==> src/rtl/vga_pkg.sv <==
// Shared constants and types for the VGA pattern pipeline:
// 640x480@60 timing, channel colour constants and pattern mode encodings.
package vga_pkg;

   // 640x480@60 timing (pixel clock ~25.175 MHz)
   localparam int H_ACTIVE     = 640;
   localparam int H_SYNC_START = 656;
   localparam int H_SYNC_END   = 752;
   localparam int H_TOTAL      = 800;
   localparam int V_ACTIVE     = 480;
   localparam int V_SYNC_START = 490;
   localparam int V_SYNC_END   = 492;
   localparam int V_TOTAL      = 525;

   // Colour channel width shared by every stage driving the DAC pins
   localparam int c_COLOUR_BITS = 3;
   typedef logic [c_COLOUR_BITS-1:0] chan_t;

   typedef enum logic [1:0] {
      MODE_BLACK      = 2'd0,
      MODE_BARS       = 2'd1,
      MODE_CHECK      = 2'd2,
      MODE_BARS_NOBOX = 2'd3
   } mode_e;

   typedef enum logic {
      DIR_NEG = 1'b0,
      DIR_POS = 1'b1
   } dir_e;

   function automatic chan_t col_black();
      return '0;
   endfunction

   function automatic chan_t col_white();
      return '1;
   endfunction

   // Mid-grey: only the channel MSB set
   function automatic chan_t col_grey();
      chan_t c;
      c = '0;
      c[c_COLOUR_BITS-1] = 1'b1;
      return c;
   endfunction

endpackage

==> src/rtl/vga_bounce_axis.sv <==
// One axis of the bouncing box: position/direction register with edge bounce.
// Arithmetic is one bit wider than the position so edge tests never wrap.
module vga_bounce_axis
   import vga_pkg::*;
#(
   parameter int W     = 10,
   parameter int LIMIT = 640,
   parameter int SIZE  = 32,
   parameter int STEP  = 1
) (
   input  logic         clk_i,
   input  logic         rst_i,
   input  logic         step_i,
   output logic [W-1:0] pos_o,
   output dir_e         dir_o
);

   logic [W-1:0] pos_q, pos_d;
   dir_e         dir_q, dir_d;
   logic [W:0]   pos_ext;

   // Next position/direction: advance one step, or clamp to the edge and reverse
   always_comb begin
      pos_d   = pos_q;
      dir_d   = dir_q;
      pos_ext = {1'b0, pos_q};
      if (step_i) begin
         if (dir_q == DIR_POS) begin
            if (pos_ext + (W+1)'(SIZE + STEP) > (W+1)'(LIMIT)) begin
               pos_d = W'(LIMIT - SIZE);
               dir_d = DIR_NEG;
            end else begin
               pos_d = pos_q + W'(STEP);
            end
         end else begin
            if (pos_ext < (W+1)'(STEP)) begin
               pos_d = '0;
               dir_d = DIR_POS;
            end else begin
               pos_d = pos_q - W'(STEP);
            end
         end
      end
   end

   // Position/direction state register
   always_ff @(posedge clk_i or posedge rst_i) begin
      if (rst_i) begin
         pos_q <= '0;
         dir_q <= DIR_POS;
      end else begin
         pos_q <= pos_d;
         dir_q <= dir_d;
      end
   end

   assign pos_o = pos_q;
   assign dir_o = dir_q;

endmodule

==> src/rtl/vga_bounce_box.sv <==
// Demo pattern stage in front of the VGA pins: background pattern plus a
// bouncing white square. Two register stages; syncs and DE ride alongside.
module vga_bounce_box
   import vga_pkg::*;
#(
   parameter int c_COUNTER_WIDTH = 10,
   parameter int c_HPIXELS       = H_ACTIVE,
   parameter int c_VPIXELS       = V_ACTIVE,
   parameter int c_BOX_SIZE      = 32,
   parameter int c_STEP          = 1,
   parameter bit c_VSYNC_POL     = 1'b0
) (
   input  logic                       SYS_CLK,
   input  logic                       SYS_RST,
   input  logic [c_COUNTER_WIDTH-1:0] i_x,
   input  logic [c_COUNTER_WIDTH-1:0] i_y,
   input  logic                       i_de,
   input  logic                       i_hsync,
   input  logic                       i_vsync,
   input  logic [1:0]                 i_mode,
   input  logic                       i_move_en,
   output chan_t                      VGA_R,
   output chan_t                      VGA_G,
   output chan_t                      VGA_B,
   output logic                       VGA_H,
   output logic                       VGA_V,
   output logic                       o_de
);

   localparam int W = c_COUNTER_WIDTH;
   localparam logic VS_ACTIVE   = c_VSYNC_POL;
   localparam logic VS_INACTIVE = ~c_VSYNC_POL;

   // Box state
   logic [W-1:0] box_x, box_y;
   dir_e         dir_x, dir_y;
   mode_e        mode_q;
   logic         frame_tick;

   // Stage 1
   logic         in_box_d, in_box_q;
   logic [2:0]   bar_d, bar_q;
   logic         chk_d, chk_q;
   mode_e        mode1_q;
   logic         de1_q, hs1_q, vs1_q;
   logic [W:0]   x_ext, y_ext, bx_ext, by_ext;

   // Stage 2
   chan_t        r_d, g_d, b_d;
   chan_t        r_q, g_q, b_q;
   logic         de2_q, hs2_q, vs2_q;

   // The stage-1 vsync register doubles as the edge detector's history
   assign frame_tick = (i_vsync == VS_ACTIVE) && (vs1_q == VS_INACTIVE);

   vga_bounce_axis #(
      .W     (W),
      .LIMIT (c_HPIXELS),
      .SIZE  (c_BOX_SIZE),
      .STEP  (c_STEP)
   ) u_axis_x (
      .clk_i  (SYS_CLK),
      .rst_i  (SYS_RST),
      .step_i (frame_tick && i_move_en),
      .pos_o  (box_x),
      .dir_o  (dir_x)
   );

   vga_bounce_axis #(
      .W     (W),
      .LIMIT (c_VPIXELS),
      .SIZE  (c_BOX_SIZE),
      .STEP  (c_STEP)
   ) u_axis_y (
      .clk_i  (SYS_CLK),
      .rst_i  (SYS_RST),
      .step_i (frame_tick && i_move_en),
      .pos_o  (box_y),
      .dir_o  (dir_y)
   );

   // Pattern mode only changes at frame boundaries
   always_ff @(posedge SYS_CLK or posedge SYS_RST) begin
      if (SYS_RST) begin
         mode_q <= MODE_BLACK;
      end else if (frame_tick) begin
         mode_q <= mode_e'(i_mode);
      end
   end

   // Stage 1 decode: box hit test, bar index from fixed column thresholds, checker bit
   always_comb begin
      x_ext    = {1'b0, i_x};
      y_ext    = {1'b0, i_y};
      bx_ext   = {1'b0, box_x};
      by_ext   = {1'b0, box_y};
      in_box_d = (x_ext >= bx_ext) && (x_ext < bx_ext + (W+1)'(c_BOX_SIZE)) &&
                 (y_ext >= by_ext) && (y_ext < by_ext + (W+1)'(c_BOX_SIZE));
      chk_d    = i_x[5] ^ i_y[5];
      bar_d    = 3'd0;
      for (int k = 1; k < 8; k++) begin
         if (x_ext >= (W+1)'(k * c_HPIXELS / 8)) begin
            bar_d = 3'(k);
         end
      end
   end

   // Stage 1 register: decoded pixel attributes plus delayed timing signals
   always_ff @(posedge SYS_CLK or posedge SYS_RST) begin
      if (SYS_RST) begin
         in_box_q <= 1'b0;
         bar_q    <= 3'd0;
         chk_q    <= 1'b0;
         mode1_q  <= MODE_BLACK;
         de1_q    <= 1'b0;
         hs1_q    <= 1'b1;
         vs1_q    <= VS_INACTIVE;
      end else begin
         in_box_q <= in_box_d;
         bar_q    <= bar_d;
         chk_q    <= chk_d;
         mode1_q  <= mode_q;
         de1_q    <= i_de;
         hs1_q    <= i_hsync;
         vs1_q    <= i_vsync;
      end
   end

   // Stage 2 colour mux: blanking, box overlay, then background pattern
   always_comb begin
      r_d = col_black();
      g_d = col_black();
      b_d = col_black();
      if (de1_q) begin
         if (in_box_q && (mode1_q != MODE_BARS_NOBOX)) begin
            r_d = col_white();
            g_d = col_white();
            b_d = col_white();
         end else begin
            case (mode1_q)
               MODE_BARS, MODE_BARS_NOBOX: begin
                  r_d = bar_q[2] ? col_white() : col_black();
                  g_d = bar_q[1] ? col_white() : col_black();
                  b_d = bar_q[0] ? col_white() : col_black();
               end
               MODE_CHECK: begin
                  r_d = chk_q ? col_grey() : col_black();
                  g_d = chk_q ? col_grey() : col_black();
                  b_d = chk_q ? col_grey() : col_black();
               end
               default: begin
                  r_d = col_black();
                  g_d = col_black();
                  b_d = col_black();
               end
            endcase
         end
      end
   end

   // Stage 2 register: output pins
   always_ff @(posedge SYS_CLK or posedge SYS_RST) begin
      if (SYS_RST) begin
         r_q   <= '0;
         g_q   <= '0;
         b_q   <= '0;
         de2_q <= 1'b0;
         hs2_q <= 1'b1;
         vs2_q <= VS_INACTIVE;
      end else begin
         r_q   <= r_d;
         g_q   <= g_d;
         b_q   <= b_d;
         de2_q <= de1_q;
         hs2_q <= hs1_q;
         vs2_q <= vs1_q;
      end
   end

   assign VGA_R = r_q;
   assign VGA_G = g_q;
   assign VGA_B = b_q;
   assign VGA_H = hs2_q;
   assign VGA_V = vs2_q;
   assign o_de  = de2_q;

endmodule

==> config.mk <==
export PLATFORM = sky130hd
export DESIGN_NAME = vga_bounce_box
export DESIGN_NICKNAME = d
export VERILOG_FILES = /design/src/rtl/vga_pkg.sv /design/src/rtl/vga_bounce_axis.sv /design/src/rtl/vga_bounce_box.sv
export SDC_FILE = /design/constraint.sdc
export NUM_CORES = 1
export LEC_CHECK = 0
export ABC_CLOCK_PERIOD_IN_PS = 3600
export BUFFER_PORTS_ARGS = -buffer_cell sky130_fd_sc_hd__buf_2
export CORE_MARGIN = 2
export CORE_UTILIZATION = 65
export CTS_CLUSTER_SIZE = 12
export DETAILED_ROUTE_END_ITERATION = 10
export GPL_TIMING_DRIVEN = 0
export HOLD_SLACK_MARGIN = 0.06
export PLACE_DENSITY = 0.95
export RECOVER_POWER = 50
export SLEW_MARGIN = 40
export SYNTH_ARGS = -nofsm -noshare
export SYNTH_HDL_FRONTEND = slang
export SYNTH_SLANG_ARGS = --single-unit
export TNS_END_PERCENT = 20
==> constraint.sdc <==
create_clock -name SYS_CLK -period 3.6 [get_ports SYS_CLK]
set_clock_uncertainty 0.1 [all_clocks]
set_input_delay 0.72 -clock SYS_CLK [delete_from_list [all_inputs] [get_ports SYS_CLK]]
set_output_delay 0.72 -clock SYS_CLK [all_outputs]
set_load 0.01 [all_outputs]
==> impl_summary.log <==
[metrics] result of the run: complete, but fails checks
[metrics] violated checks: max-capacitance violations, max-slew violations
[metrics] worst r2r dst: u_axis_y.pos_o[5]
[metrics] power per unit of standard cell area: between 600 and 700 nW/um2
[metrics] pin count of the biggest net entering global routing: 44
[metrics] reg-to-reg critical path startpoint: u_axis_y.pos_o[0]
[metrics] highest clock rate: 357 MHz
[metrics] clock net sink count: 43
[metrics] cell count of the worst hold path: 0
[metrics] number of global-route vias before repair: between 3k and 4k
[metrics] GR Util All Layers: between 30% and 40%
[metrics] aggregate routed wire length: 9.53 mm
[metrics] Die Span Y: between 70 and 80 um
[metrics] worst min path class: flip-flop to flip-flop
[metrics] floorplan core area: about 5500 um2
[metrics] remaining antenna violation count: 0
[metrics] Site Rows: 27
[metrics] leakage power: around 1.9 nW
[metrics] number of nets at the end of the flow: 548
[metrics] Detail Placement HPWL: approximately 7 mm
[metrics] Post-Syn Instances: between 400 and 500
[metrics] Synth warnings: 0
[metrics] Final Cycle Share: roughly 78%
[metrics] initial core utilization: around two thirds
[metrics] critical path fanouts, max: 10
[metrics] number of flops mapped to enable cells by yosys: 0
[metrics] filler instances: roughly 390
[metrics] insertion delay of the later-clocked pin in the worst-skew pair: between 300 and 400 ps
[metrics] setup slack of the worst register-to-register path: between 800 and 900 ps
[metrics] Startpoint Class: flip-flop
[metrics] area growth from synthesis to layout: 10.7%
[metrics] Synth async-reset ratio: between 90% and 100%
[metrics] data required time of the worst path: roughly 3700 ps
[metrics] wire length of the first global-routing pass: 15.7 mm
[metrics] highest layer used for signal routing: met4
[metrics] synthesized area divided by synthesized cell count: 8.65 um2
[metrics] First-pass DRT Iterations: 5
[metrics] final core utilization: 75.0%
[metrics] startpoint of the worst hold path: hs1_q
[metrics] routability cong.: 0.922
[metrics] data arrival time at the worst-slack endpoint: between 2000 and 3000 ps
[metrics] number of levels in the clock H-tree: 2
[metrics] initial antenna violation count: 0
[metrics] post-layout min period: between 2000 and 3000 ps
[metrics] syn nets: roughly 500
[metrics] Syn Std Cell Area: approximately 3800 um2
[metrics] overall power: about 2.7 mW
[metrics] transition at the pin with the smallest max-transition slack: 1930 ps
[metrics] part of the Yosys area used for sequential elements: approximately 29%
[metrics] Die X: 80.0 um
[metrics] antenna cells: 0
[metrics] I/O pin count: 40
[metrics] worst relative slew slack: -29.3%
[metrics] layout cells sized above 1: approximately a fifth
[metrics] count of state elements after synthesis: 43
[metrics] die footprint: around 6400 um2
[metrics] final hold violation count: 0
[metrics] count of buffers inserted at the top-level ports: 39
[metrics] TritonCTS clock tree: built
[metrics] most frequently used flop master after synthesis: dfrtp_1
[metrics] final sum of negative setup slack: 0 ps
[metrics] worst reg2reg path depth: 10
[metrics] count of unique library cells instantiated by Yosys: 73
[metrics] count of cells resized by post-cts repair: 0
[metrics] buffers inserted during post-CTS setup optimization: 0
[metrics] count of max-cap constraint violations: 1
[metrics] average routed wire per standard cell: about 17 um
[metrics] CTS Root Cell: clkbuf_8
[metrics] cts hold-fix bufs: 0
[metrics] terminating pin of the worst hold path: VGA_H
[metrics] count of unresolved DRC violations after routing: 0
[metrics] vias after detailed routing: 3583
[metrics] aggregate global routing overflow: 0
[metrics] total clock buffers created by CTS: 5
[metrics] vias per cell: between 6 and 7
[metrics] maximum vdd drop: 390 uV
[metrics] final number of max-transition violations: 44
[metrics] drt first-iter violations: 418
[metrics] WS Path Type: flip-flop to flip-flop
[metrics] detailed route wirelength on metal3: 918 um
[metrics] Final setup viols: 0
[metrics] metal1 wirelength: a little over 4 mm
[metrics] crit path from: u_axis_y.pos_o[0]
[metrics] length of routed met2 wiring: 4.33 mm
[metrics] unrepaired setup endpoints after global routing: no
[metrics] Clock Path Buffers: 2
[metrics] register clock-pin slew on the reported worst setup and hold paths: 90 ps
[metrics] category of the worst setup path capture point: flip-flop
## per-layer routing
metal	vias to the layer above	GRT usage [%]
li1	1681	-
met1	1665	43.1
met5	-	0
met4	0	10.0
met2	212	49.0
met3	25	4.98
## where the power goes
part / switching [mW] / internal, mW / leakage [nW]
logic: 0.926 / 0.595 / 1.30
registers: 0.120 / 0.608 / 0.511
clock network: 0.193 / 0.211 / 0.0587
total: 1.24 / 1.41 / 1.87
## Yosys cell counts (all sizes together), types with 6 or more instances
| master | count | area [um2] |
|---|---|---|
| xnor2 | 14 | 123 |
| nand3 | 18 | 95.1 |
| a211oi | 8 | 65.1 |
| ha | 40 | 500 |
| and3 | 6 | 37.5 |
| nor2 | 29 | 119 |
| nand4 | 6 | 43.8 |
| buf | 17 | 116 |
| o21a | 7 | 52.6 |
| inv | 32 | 120 |
| a21oi | 29 | 145 |
| nor3 | 16 | 80.1 |
| dfstp | 6 | 158 |
| a22oi | 6 | 45.0 |
| nand2 | 30 | 120 |
| clkbuf | 8 | 30.0 |
| a21o | 9 | 67.6 |
| o21ai | 34 | 170 |
| nand2b | 6 | 37.5 |
| dfrtp | 37 | 926 |
| a31oi | 8 | 56.3 |
## metrics by stage
| step | area (um2) | std cells | worst slack, ps | hold WS [ps] |
|---|---|---|---|---|
| finish | 4150 | 553 | 802 | 262 |
| global route | 4150 | 553 | 582 | 264 |
| CTS | 4160 | 553 | 854 | 260 |
| detailed placement | 4040 | 545 | 892 | 247 |
| global placement | 4040 | 545 | 950 | 248 |
| floorplan | 3750 | 434 | 1260 | 245 |
## area by class of cell
| class | instances | area, um2 | share of cell area, % |
|---|---|---|---|
| multi-input cells | 333 | 2400 | 57.7 |
| flip-flops and latches | 43 | 1080 | 26.1 |
| repair buffers | 39 | 194 | 4.67 |
| plain buffers | 25 | 146 | 3.52 |
| inverters | 33 | 125 | 3.01 |
| well taps | 72 | 90.1 | 2.17 |
| clock buffers | 5 | 68.8 | 1.66 |
| clock inverters | 3 | 47.5 | 1.14 |
## cell usage in the layout (no fill, tap or decap), types with 3 or more instances in the layout
master / count
o21a_1: 7
o22ai_1: 4
nor4_1: 3
inv_1: 29
o21ai_1: 3
buf_4: 5
nand2b_1: 6
and4_1: 3
o31ai_1: 3
and3_1: 6
o211ai_1: 4
nand3_1: 17
clkbuf_1: 9
a22oi_1: 6
dfrtp_1: 37
nand2_2: 3
nor2b_1: 4
nand4_1: 5
xnor2_1: 14
dfstp_2: 5
a21oi_1: 29
ha_1: 40
a21boi_0: 4
buf_6: 3
buf_2: 47
a211oi_1: 7
nand2_1: 27
a21o_1: 9
a31oi_1: 7
nor3_1: 16
o21ai_0: 31
mux2_2: 3
nor2_1: 27
clkbuf_8: 5
## worst max-delay path by stage
stage,end,slack [ps],cells past startpoint
2_1_floorplan,u_axis_y.pos_o[5],1260,10
3_3_place_gp,u_axis_y.pos_o[5],950,10
3_5_place_dp,u_axis_y.pos_o[5],890,10
4_1_cts,u_axis_y.pos_o[5],850,10
5_1_grt,u_axis_y.pos_o[5],580,10
6_report,u_axis_y.pos_o[5],800,10
## state kept, by name, indices dropped and copies added, names as in the netlist, 2 cells and up
register / cells
u_axis_x.pos_o: 10
u_axis_y.pos_o: 10
bar_q: 3
VGA_B: 2
VGA_G: 2
VGA_R: 2
mode1_q: 2
mode_q: 2
## cells by family after synthesis
family,after synthesis,synth area share [%]
buf+inv,58,7.20
simple gates,135,20.3
mux,5,1.43
xor+xnor,15,3.50
compound gates,137,25.1
fa+ha+maj,41,13.6
flops,43,28.9
## worst max-delay path, stage by stage, from the launching register on
cell      delay (ps)
dfrtp_1          430
clkbuf_1         260
inv_1            170
ha_1             230
nor4b_4          320
nand3_2          170
nor4_4           260
nor2_2           150
a221o_1          360
a21oi_1          130
o22ai_1          100
Power figures use the tool's default switching activity.
